===== src/rtl/light_driver_pkg.sv =====
// Shared light codes, lamp colours and FSM encodings for the light driver.
package light_driver_pkg;

  typedef enum logic [1:0] {
    LIGHT_RED    = 2'b00,
    LIGHT_GREEN  = 2'b01,
    LIGHT_YELLOW = 2'b10,
    LIGHT_WALK   = 2'b11
  } light_t;

  typedef enum logic [1:0] {
    ST_TEST  = 2'b00,
    ST_RUN   = 2'b01,
    ST_FAULT = 2'b10
  } state_t;

  // Colours are {R,G,B}.
  localparam logic [2:0] RGB_OFF    = 3'b000;
  localparam logic [2:0] RGB_RED    = 3'b100;
  localparam logic [2:0] RGB_GREEN  = 3'b010;
  localparam logic [2:0] RGB_YELLOW = 3'b110;
  localparam logic [2:0] RGB_WHITE  = 3'b111;

  function automatic logic [2:0] car_colour(input light_t light);
    logic [2:0] rgb;
    case (light)
      LIGHT_GREEN:  rgb = RGB_GREEN;
      LIGHT_YELLOW: rgb = RGB_YELLOW;
      default:      rgb = RGB_RED;
    endcase
    return rgb;
  endfunction

endpackage


===== src/rtl/light_driver_pwm_gate.sv =====
// Free-running PWM counter with duty compare; en is high for C_PWM_DUTY counts per period.
module pwm_gate #(
  parameter int C_PWM_BITS = 4,
  parameter int C_PWM_DUTY = 8
) (
  input  logic clk,
  input  logic rstb,
  output logic en
);

  // Duty is clipped to the period so it fits the one-bit-wider compare.
  localparam int PERIOD = 2 ** C_PWM_BITS;
  localparam logic [C_PWM_BITS:0] DUTY_SAT =
    (C_PWM_DUTY >= PERIOD) ? (C_PWM_BITS + 1)'(PERIOD) : (C_PWM_BITS + 1)'(C_PWM_DUTY);

  logic [C_PWM_BITS-1:0] cnt;

  always_ff @(posedge clk or negedge rstb) begin
    if (!rstb) begin
      cnt <= '0;
    end else begin
      cnt <= cnt + 1'b1;
    end
  end

  assign en = ({1'b0, cnt} < DUTY_SAT);

endmodule


===== src/rtl/light_driver.sv =====
// Lamp driver: lamp test after reset, light-code to RGB mapping, flashing end of walk,
// frozen-code watchdog and PWM dimming of all lamp outputs.
module light_driver
  import light_driver_pkg::*;
#(
  parameter int C_PWM_BITS   = 4,
  parameter int C_PWM_DUTY   = 8,
  parameter int C_LAMP_TEST  = 4,
  parameter int C_WALK_LEN   = 100,
  parameter int C_WALK_FLASH = 20,
  parameter int C_WATCHDOG   = 250
) (
  input  logic       clk,
  input  logic       rstb,
  input  logic       blink,
  input  logic [1:0] inLight,
  input  logic       inPedRequest,
  output logic [2:0] outCarRgb,
  output logic [2:0] outWalkRgb,
  output logic       outWaitLed,
  output logic       outFault,
  output state_t     dbg_state
);

  localparam int TEST_W = $clog2(C_LAMP_TEST + 1);
  localparam int WD_W   = $clog2(C_WATCHDOG + 1);
  localparam int WALK_W = $clog2(C_WALK_LEN + 1);
  localparam logic [WALK_W-1:0] FLASH_START = WALK_W'(C_WALK_LEN - C_WALK_FLASH);

  state_t            state, state_nx;
  light_t            light, light_old;
  logic              blink_old;
  logic [TEST_W-1:0] test_cnt, test_nx;
  logic [WD_W-1:0]   wd_cnt, wd_nx;
  logic [WALK_W-1:0] walk_cnt, walk_nx;
  logic              flash, flash_nx;
  logic [2:0]        car_nx, walk_rgb_nx;
  logic              wait_nx, fault_nx;
  logic              tick, change, walk_entry, pwm_en;

  assign light      = light_t'(inLight);
  assign tick       = blink & ~blink_old;
  assign change     = (light != light_old);
  assign walk_entry = change & (light == LIGHT_WALK);
  assign dbg_state  = state;

  pwm_gate #(
    .C_PWM_BITS(C_PWM_BITS),
    .C_PWM_DUTY(C_PWM_DUTY)
  ) u_pwm_gate (
    .clk (clk),
    .rstb(rstb),
    .en  (pwm_en)
  );

  always_ff @(posedge clk or negedge rstb) begin
    if (!rstb) begin
      state     <= ST_TEST;
      light_old <= LIGHT_RED;
      blink_old <= 1'b0;
      test_cnt  <= '0;
      wd_cnt    <= '0;
      walk_cnt  <= '0;
      flash     <= 1'b0;
    end else begin
      state     <= state_nx;
      light_old <= light;
      blink_old <= blink;
      test_cnt  <= test_nx;
      wd_cnt    <= wd_nx;
      walk_cnt  <= walk_nx;
      flash     <= flash_nx;
    end
  end

  always_comb begin
    state_nx    = state;
    test_nx     = test_cnt;
    wd_nx       = wd_cnt;
    walk_nx     = walk_cnt;
    flash_nx    = flash;
    car_nx      = RGB_OFF;
    walk_rgb_nx = RGB_OFF;
    wait_nx     = 1'b0;
    fault_nx    = 1'b0;

    // Walk entry forces the flash phase on so the green starts lit.
    if (walk_entry) begin
      flash_nx = 1'b1;
    end else if (tick) begin
      flash_nx = ~flash;
    end

    if (walk_entry) begin
      walk_nx = '0;
    end else if (tick && (light == LIGHT_WALK) && (walk_cnt < WALK_W'(C_WALK_LEN))) begin
      walk_nx = walk_cnt + 1'b1;
    end

    case (state)
      ST_TEST: begin
        if (tick) begin
          if (test_cnt == TEST_W'(C_LAMP_TEST - 1)) begin
            state_nx = ST_RUN;
            test_nx  = '0;
            wd_nx    = '0;
            walk_nx  = '0;
          end else begin
            test_nx = test_cnt + 1'b1;
          end
        end
      end
      ST_RUN: begin
        // A code change outranks a coincident tick.
        if (change) begin
          wd_nx = '0;
        end else if (tick) begin
          if (wd_cnt == WD_W'(C_WATCHDOG - 1)) begin
            state_nx = ST_FAULT;
            wd_nx    = '0;
          end else begin
            wd_nx = wd_cnt + 1'b1;
          end
        end
      end
      ST_FAULT: begin
        if (change) begin
          state_nx = ST_RUN;
          wd_nx    = '0;
        end
      end
      default: state_nx = ST_TEST;
    endcase

    // Outputs are decoded from the next state so every input shows up one clk later.
    case (state_nx)
      ST_TEST: begin
        car_nx      = RGB_WHITE;
        walk_rgb_nx = RGB_WHITE;
        wait_nx     = 1'b1;
      end
      ST_RUN: begin
        car_nx  = car_colour(light);
        wait_nx = inPedRequest & (light != LIGHT_WALK);
        if (light == LIGHT_WALK) begin
          walk_rgb_nx = ((walk_nx >= FLASH_START) && !flash_nx) ? RGB_OFF : RGB_GREEN;
        end else begin
          walk_rgb_nx = RGB_RED;
        end
      end
      ST_FAULT: begin
        car_nx   = flash_nx ? RGB_YELLOW : RGB_OFF;
        fault_nx = 1'b1;
      end
      default: begin
        car_nx = RGB_OFF;
      end
    endcase
  end

  always_ff @(posedge clk or negedge rstb) begin
    if (!rstb) begin
      outCarRgb  <= RGB_OFF;
      outWalkRgb <= RGB_OFF;
      outWaitLed <= 1'b0;
      outFault   <= 1'b0;
    end else begin
      outCarRgb  <= car_nx & {3{pwm_en}};
      outWalkRgb <= walk_rgb_nx & {3{pwm_en}};
      outWaitLed <= wait_nx & pwm_en;
      outFault   <= fault_nx;
    end
  end

endmodule


===== config.mk =====
export PLATFORM = sky130hd
export DESIGN_NAME = light_driver
export DESIGN_NICKNAME = d
export VERILOG_FILES = /design/src/rtl/light_driver_pkg.sv /design/src/rtl/light_driver_pwm_gate.sv /design/src/rtl/light_driver.sv
export SDC_FILE = /design/constraint.sdc
export NUM_CORES = 1
export LEC_CHECK = 0
export ABC_AREA = 1
export ABC_CLOCK_PERIOD_IN_PS = 4400
export CAP_MARGIN = 20
export CORE_UTILIZATION = 54
export CTS_BUF_LIST = sky130_fd_sc_hd__clkbuf_4
export DETAILED_ROUTE_END_ITERATION = 7
export GPL_ROUTABILITY_DRIVEN = 0
export HOLD_SLACK_MARGIN = 0.08
export PLACE_DENSITY = 0.75
export SETUP_SLACK_MARGIN = 0.15
export SLEW_MARGIN = 25
export SYNTH_ARGS = -nofsm -noshare
export SYNTH_HDL_FRONTEND = slang
export SYNTH_SLANG_ARGS = --single-unit

===== constraint.sdc =====
create_clock -name clk -period 4.4 [get_ports clk]
set_clock_uncertainty 0.05 [all_clocks]
set_input_delay 0.66 -clock clk [delete_from_list [all_inputs] [get_ports clk]]
set_output_delay 0.66 -clock clk [all_outputs]
set_load 0.005 [all_outputs]

# --- Word level (Yosys, flattened, before mapping) ---
# Cells that the tools add are included.
totals:
  latch_bits: 0
  input_bits: 6
  elab_cells: 81
  mem_count: 0
  register_bits: 36
  mem_bits_rw: 0
  rom_bits: 0
  out_inout_bits: 10
op_classes:
  order_cmp: 3
  shift: 0
  multipliers: 0
  addsub: 4
  div: 0
  n_eq_ne: 15
  bitwise: 8
  n_mux: 30
  reduce_logical: 9
op_table:
  columns: ["cell", "n"]
  rows:
  - ["8-bit two-way mux", 6]
  - ["7-bit two-way mux", 5]
  - ["8-bit case mux with 3 select lines", 1]
  - ["2-bit two-way mux", 7]
  - ["3-bit case mux with 2 select lines", 2]
  - ["3-bit two-way mux", 3]
  - ["3-bit case mux with 3 select lines", 1]
  - ["8-bit by 1-bit adder with 8-bit output (second input constant)", 1]
  - ["2-bit == test (second input constant)", 4]
  - ["8-bit == test (second input constant)", 1]
  - ["2-bit != test (second input constant)", 4]
  - ["7-bit by 1-bit adder with 7-bit output (second input constant)", 1]
  - ["7-bit >= comparator (second input constant)", 1]
  - ["7-bit less-than comparator (second input constant)", 1]
  - ["3-bit AND", 2]
  - ["2-bit by 1-bit == test with 1-bit output (second input constant)", 3]
  - ["2-bit case mux with 3 select lines", 1]
  - ["5-bit AND reduction", 1]
  - ["4-bit by 1-bit adder with 4-bit output (second input constant)", 1]
  - ["1-bit AND", 4]
  - ["2-bit zero test", 2]
  - ["4-bit less-than comparator (second input constant)", 1]
  - ["3-bit by 1-bit adder with 3-bit output (second input constant)", 1]
  - ["3-bit by 2-bit == test with 1-bit output (second input constant)", 1]
  - ["other kinds (9)", 14]

# --- Logic depth before layout (Yosys ltp) ---
depth:
  ltp_word: 15
  mapped_depth: 12
  mapped_depth_nobuf: 12

# --- Modules after synthesis ---
# A second synthesis with hierarchy kept.
hier_totals:
  cells_unflattened: 214
  area_unflattened_um2: 1843.0
by_module_without_submodules:
  columns: ["module", "seq_area_each_um2", "n_inst", "area_each_um2", "cells_each"]
  rows:
  - ["light_driver", 775.7, 1, 1695.4, 202]
  - ["pwm_gate", 100.1, 1, 147.6, 12]

# --- Worst setup path before layout ---
# Ideal clock, no wire load.
synth_timing:
  kind: "input -> register"
  startpoint: "in inLight[0]"
  endpoint: "reg outWalkRgb[1]"
  cell_stages: 12
  arrival_time_ps: 1638
  setup_time_ps: 116
  required_time_ps: 4234
  slack_ps: 2595
  path_buffers: 0
  cell_sequence: "ha_1 -> inv_1 -> nor2_2 -> nand2_1 -> inv_1 -> nand2_1 -> nand2_1 -> nand2_1 -> nand2_1 -> nand2_1 -> nand2_1 -> nand2_1"
synth_via:
  elab_chain_len: 14
  elab_cells_between_ends: 23
  classes_between: "order compare (1); eq/ne (3); mux (12); bitwise (2); reduce/logical (5)"
synth_lines:
  columns: ["item", "line_no", "rtl"]
  rows:
  - ["start: declaration", "light_driver.sv:16", "input logic [1:0] inLight,"]
  - ["2-bit == test", "light_driver.sv:44, light_driver.sv:96, light_driver.sv:145", null]
  - ["1-bit logical AND (2 in a row)", "light_driver.sv:96", "end else if (tick && (light == LIGHT_WALK) && (walk_cnt < WALK_W'(C_WALK_LEN))) begin"]
  - ["7-bit two-way mux", "light_driver.sv:96", null]
  - ["7-bit two-way mux", "light_driver.sv:94", "if (walk_entry) begin"]
  - ["7-bit two-way mux", "light_driver.sv:103", "if (test_cnt == TEST_W'(C_LAMP_TEST - 1)) begin"]
  - ["7-bit two-way mux", "light_driver.sv:102", "if (tick) begin"]
  - ["7-bit two-way mux", "light_driver.sv:100", "case (state)"]
  - ["7-bit >= comparator", "light_driver.sv:146", "walk_rgb_nx = ((walk_nx >= FLASH_START) && !flash_nx) ? RGB_OFF : RGB_GREEN;"]
  - ["1-bit logical AND", "light_driver.sv:146", null]
  - ["2-bit two-way mux", "light_driver.sv:146", null]
  - ["3-bit two-way mux", "light_driver.sv:145", "if (light == LIGHT_WALK) begin"]
  - ["3-bit case mux with 2 select lines (*)", "light_driver.sv:136", "case (state_nx)"]
  - ["3-bit AND (*)", "light_driver.sv:169", "outWalkRgb <= walk_rgb_nx & {3{pwm_en}};"]
  - ["end signal: assignment", "light_driver.sv:169", null]
  - ["end: declaration", "light_driver.sv:19", "output logic [2:0] outWalkRgb,"]
# Mark *: on every way between the ends. The rest lies on a longest branch, timed or not.
# A chain may end at the register's enable or synchronous reset.

# --- Worst setup path in the final report ---
# Same ends and word-level chain as after synthesis.

==> out/metrics.cfg <==
[status]
status=complete, no violations

[setup_path]
critPathCaptureType=flip-flop
cpMostUsedCell=nand2_1
reg2reg_depth=9
worst-path-stages=13
critical_path_buf_inv_count=3
slowest_delay_ns=0.54
critical_path.slowest_cell=clkdlybuf4s50_1
critical_path.max_fanout=7
cpLargestDelayFamily=buffers and inverters
crit_chain=clkdlybuf4s50_1 -> ha_1 -> inv_1 -> nor2_2 -> nand2_1 -> inv_1 -> nand2_1 -> nand2_1 -> nand2_1 -> nand2_1 -> nand2_1 -> nand2_1 -> nand2_1
cp.required_ns=4.59
worstPathArrival_ns=2.38
startpoint_type=input pin
path_class=input pin to flip-flop

[power_and_ir_drop]
p_int_w=0.000529
irDropWorstVdd_mv=0.261
power_density_nw_per_um2=384
p_comb_frac=0.293
sequentialPowerShare=0.493
pwr-share-clk=0.214
power.leakage_nw=1.07
p_sw_frac=0.343
netSwitchingPower_w=0.000276

[detailed_routing]
drcViolationCount=0
drt_wl_total_mm=3.20
num_vias=1419
avgRoutedWirePerCell_um=11.0
detail_route.vias_per_cell=4.89
ant_nets=0
drtIter0Drc=59
drt-pass1-iter-count=4

[global_routing]
grt.busiest_layer=met2
grtUsageTotal=0.211
grtUsageMet2=0.314
grt_start_max_net_pins=36
grt_overflow_total=0
globalRouteMet3Util=0.0455
grt_pass1_vias=1295
antenna_found_initial=0
grtUsageMet1=0.292
grt_pass1_wl_mm=5.55

[yosys]
avgSynthCellArea_um2=8.22
ys_top_cells_by_area=dfrtp_1 48%, nand2_1 11%, inv_1 7.4%, ha_1 4.8%, nand3_1 4.4%
synthTopCellsByCount=52 x nand2_1, 36 x inv_1, 35 x dfrtp_1
synth_seq_cells=35
syn-instance-count=223
yosys.area.top_type_share=0.478
synthesis.nets=236
ys.flop_type=dfrtp_1
yosysMostFrequentCell=nand2_1
synthArstFlopShare=1.00
yosysSeqAreaShare=0.478
synth_cell_type_count=24
syn_area_um2=1830
ys.warnings.count=0
synth_edf_count=0
synth_top_area_cell=dfrtp_1

[floorplan]
core_area_um2=3130
io_pins=16
initial_core_util=0.586
die_h_um=60.3
dieArea_um2=3630
die_w_um=60.3
fp-row-count=20

[clock_tree]
cts_setup_buffers=0
cts_tree=yes
numCtsBuffers=5
clock_sinks=35
clk_pin_slew_worst_paths_ns=0.11
cts_resized=0
clk_latency_ns=0.34
ctsHoldBuffers=0
cts-root-buf=clkbuf_4
clock_path_buffers=2
htree_levels=2

[layout]
drive_gt1_frac=0.106
multi_input_area_um2=800
diodes=0
fillCellCount=255
layout.cells.non_filler=290
nets=258
seqCellArea_um2=876
finalCoreUtilization=0.670
syn_to_final_growth_pct=14.3

[sta]
worstMarginPinSlew_ns=0.440
maxSlewHeadroom=0.707
hold_violations=0
setup_tns_ns=0
maxSlewViolCount=0
fin_crit_sh=0.498
fin_crit_ns=2.19
fmax_mhz=457
finalSetupViolations=0
rsz0062_at_grt=no

[worst_hold_path]
min_delay_path_depth=1
min_path_type=flip-flop to flip-flop

[place]
place_hpwl_mm=2.38
placedCellCount=282
port-buffer-count=15

[flow_run]
drv_cap=0

==> cell usage in the layout, fill, tap and decap left out <==
master            n
a21oi_1           6
a21oi_2           1
and3_1            1
buf_4             1
clkbuf_4          5
clkdlybuf4s50_1  15
clkinv_2          1
clkinvlp_4        2
dfrtp_1          35
ha_1              7
inv_1            36
inv_2             4
nand2_1          52
nand2_2           4
nand3_1          16
nand3b_1          1
nand4_1           8
nor2_1           13
nor2_2            3
nor2_4            2
nor3_1            7
o21ai_0           9
o21ai_1           4
o21ai_2           1
o21ai_4           1
or2_2             1
xnor2_1           2
xor2_1            8
==> cells by family after synthesis <==
family	share of synthesized area
buf+inv	0.0860
simple gates	0.270
compound gates	0.0703
flops	0.478
fa+ha+maj	0.0478
xor+xnor	0.0478
==> cell type report <==
class,count,share of cell area
Inverter,40,0.0716
Sequential cell,35,0.418
Tap cell,44,0.0263
Timing Repair Buffer,16,0.0752
Clock inverter,3,0.00955
Multi-Input combinational cell,147,0.381
Clock buffer,5,0.0179
==> power groups by stage <==
stage / combinational [W] / sequential [W] / clock [W]
after floorplan: 0.000147 / 0.000400 / 0
after global placement: 0.000237 / 0.000402 / 0
after detailed placement: 0.000238 / 0.000404 / 0
after CTS: 0.000240 / 0.000398 / 0.000179
after global routing: 0.000272 / 0.000404 / 0.000195
final: 0.000236 / 0.000396 / 0.000173
==> worst paths after layout <==
check	endpoint	start	slack, ns
setup / recovery	outWalkRgb[1]	inLight[0]	2.21
hold / removal	outCarRgb[2]	u_pwm_gate.cnt[3]	0.41
setup reg to reg	outWalkRgb[1]	test_cnt[0]	2.77
hold reg to reg	outCarRgb[2]	u_pwm_gate.cnt[3]	0.41
max in group asynchronous	wd_cnt[0]	rstb	3.30
min in group asynchronous	walk_cnt[1]	rstb	0.67
==> registers in the layout (all words and copies together) (netlist names) <==
| name | count |
|---|---|
| blink_old | 1 |
| outWaitLed | 1 |
| outWalkRgb | 2 |
| flash | 1 |
| outCarRgb | 3 |
| outFault | 1 |
| wd_cnt | 8 |
| light_old | 2 |
| dbg_state | 2 |
| test_cnt | 3 |
| u_pwm_gate.cnt | 4 |
| walk_cnt | 7 |
==> layer usage <==
layer | wire length (um) | share of wire
met3 | 99 | 0.031
met4 | 51 | 0.016
met5 | 0 | 0
met2 | 1400 | 0.44
met1 | 1650 | 0.52
==> per-stage QoR <==
step	instance area, um2	power (W)	setup slack [ns]	hold WS, ns
floorplan	1830	0.000547	2.60	0.314
global placement	2040	0.000638	1.89	0.387
detailed placement	2040	0.000642	1.85	0.393
CTS	2100	0.000816	2.22	0.410
global route	2100	0.000871	2.00	0.429
finish	2100	0.000805	2.21	0.409
(Power assumes the default switching activity.)
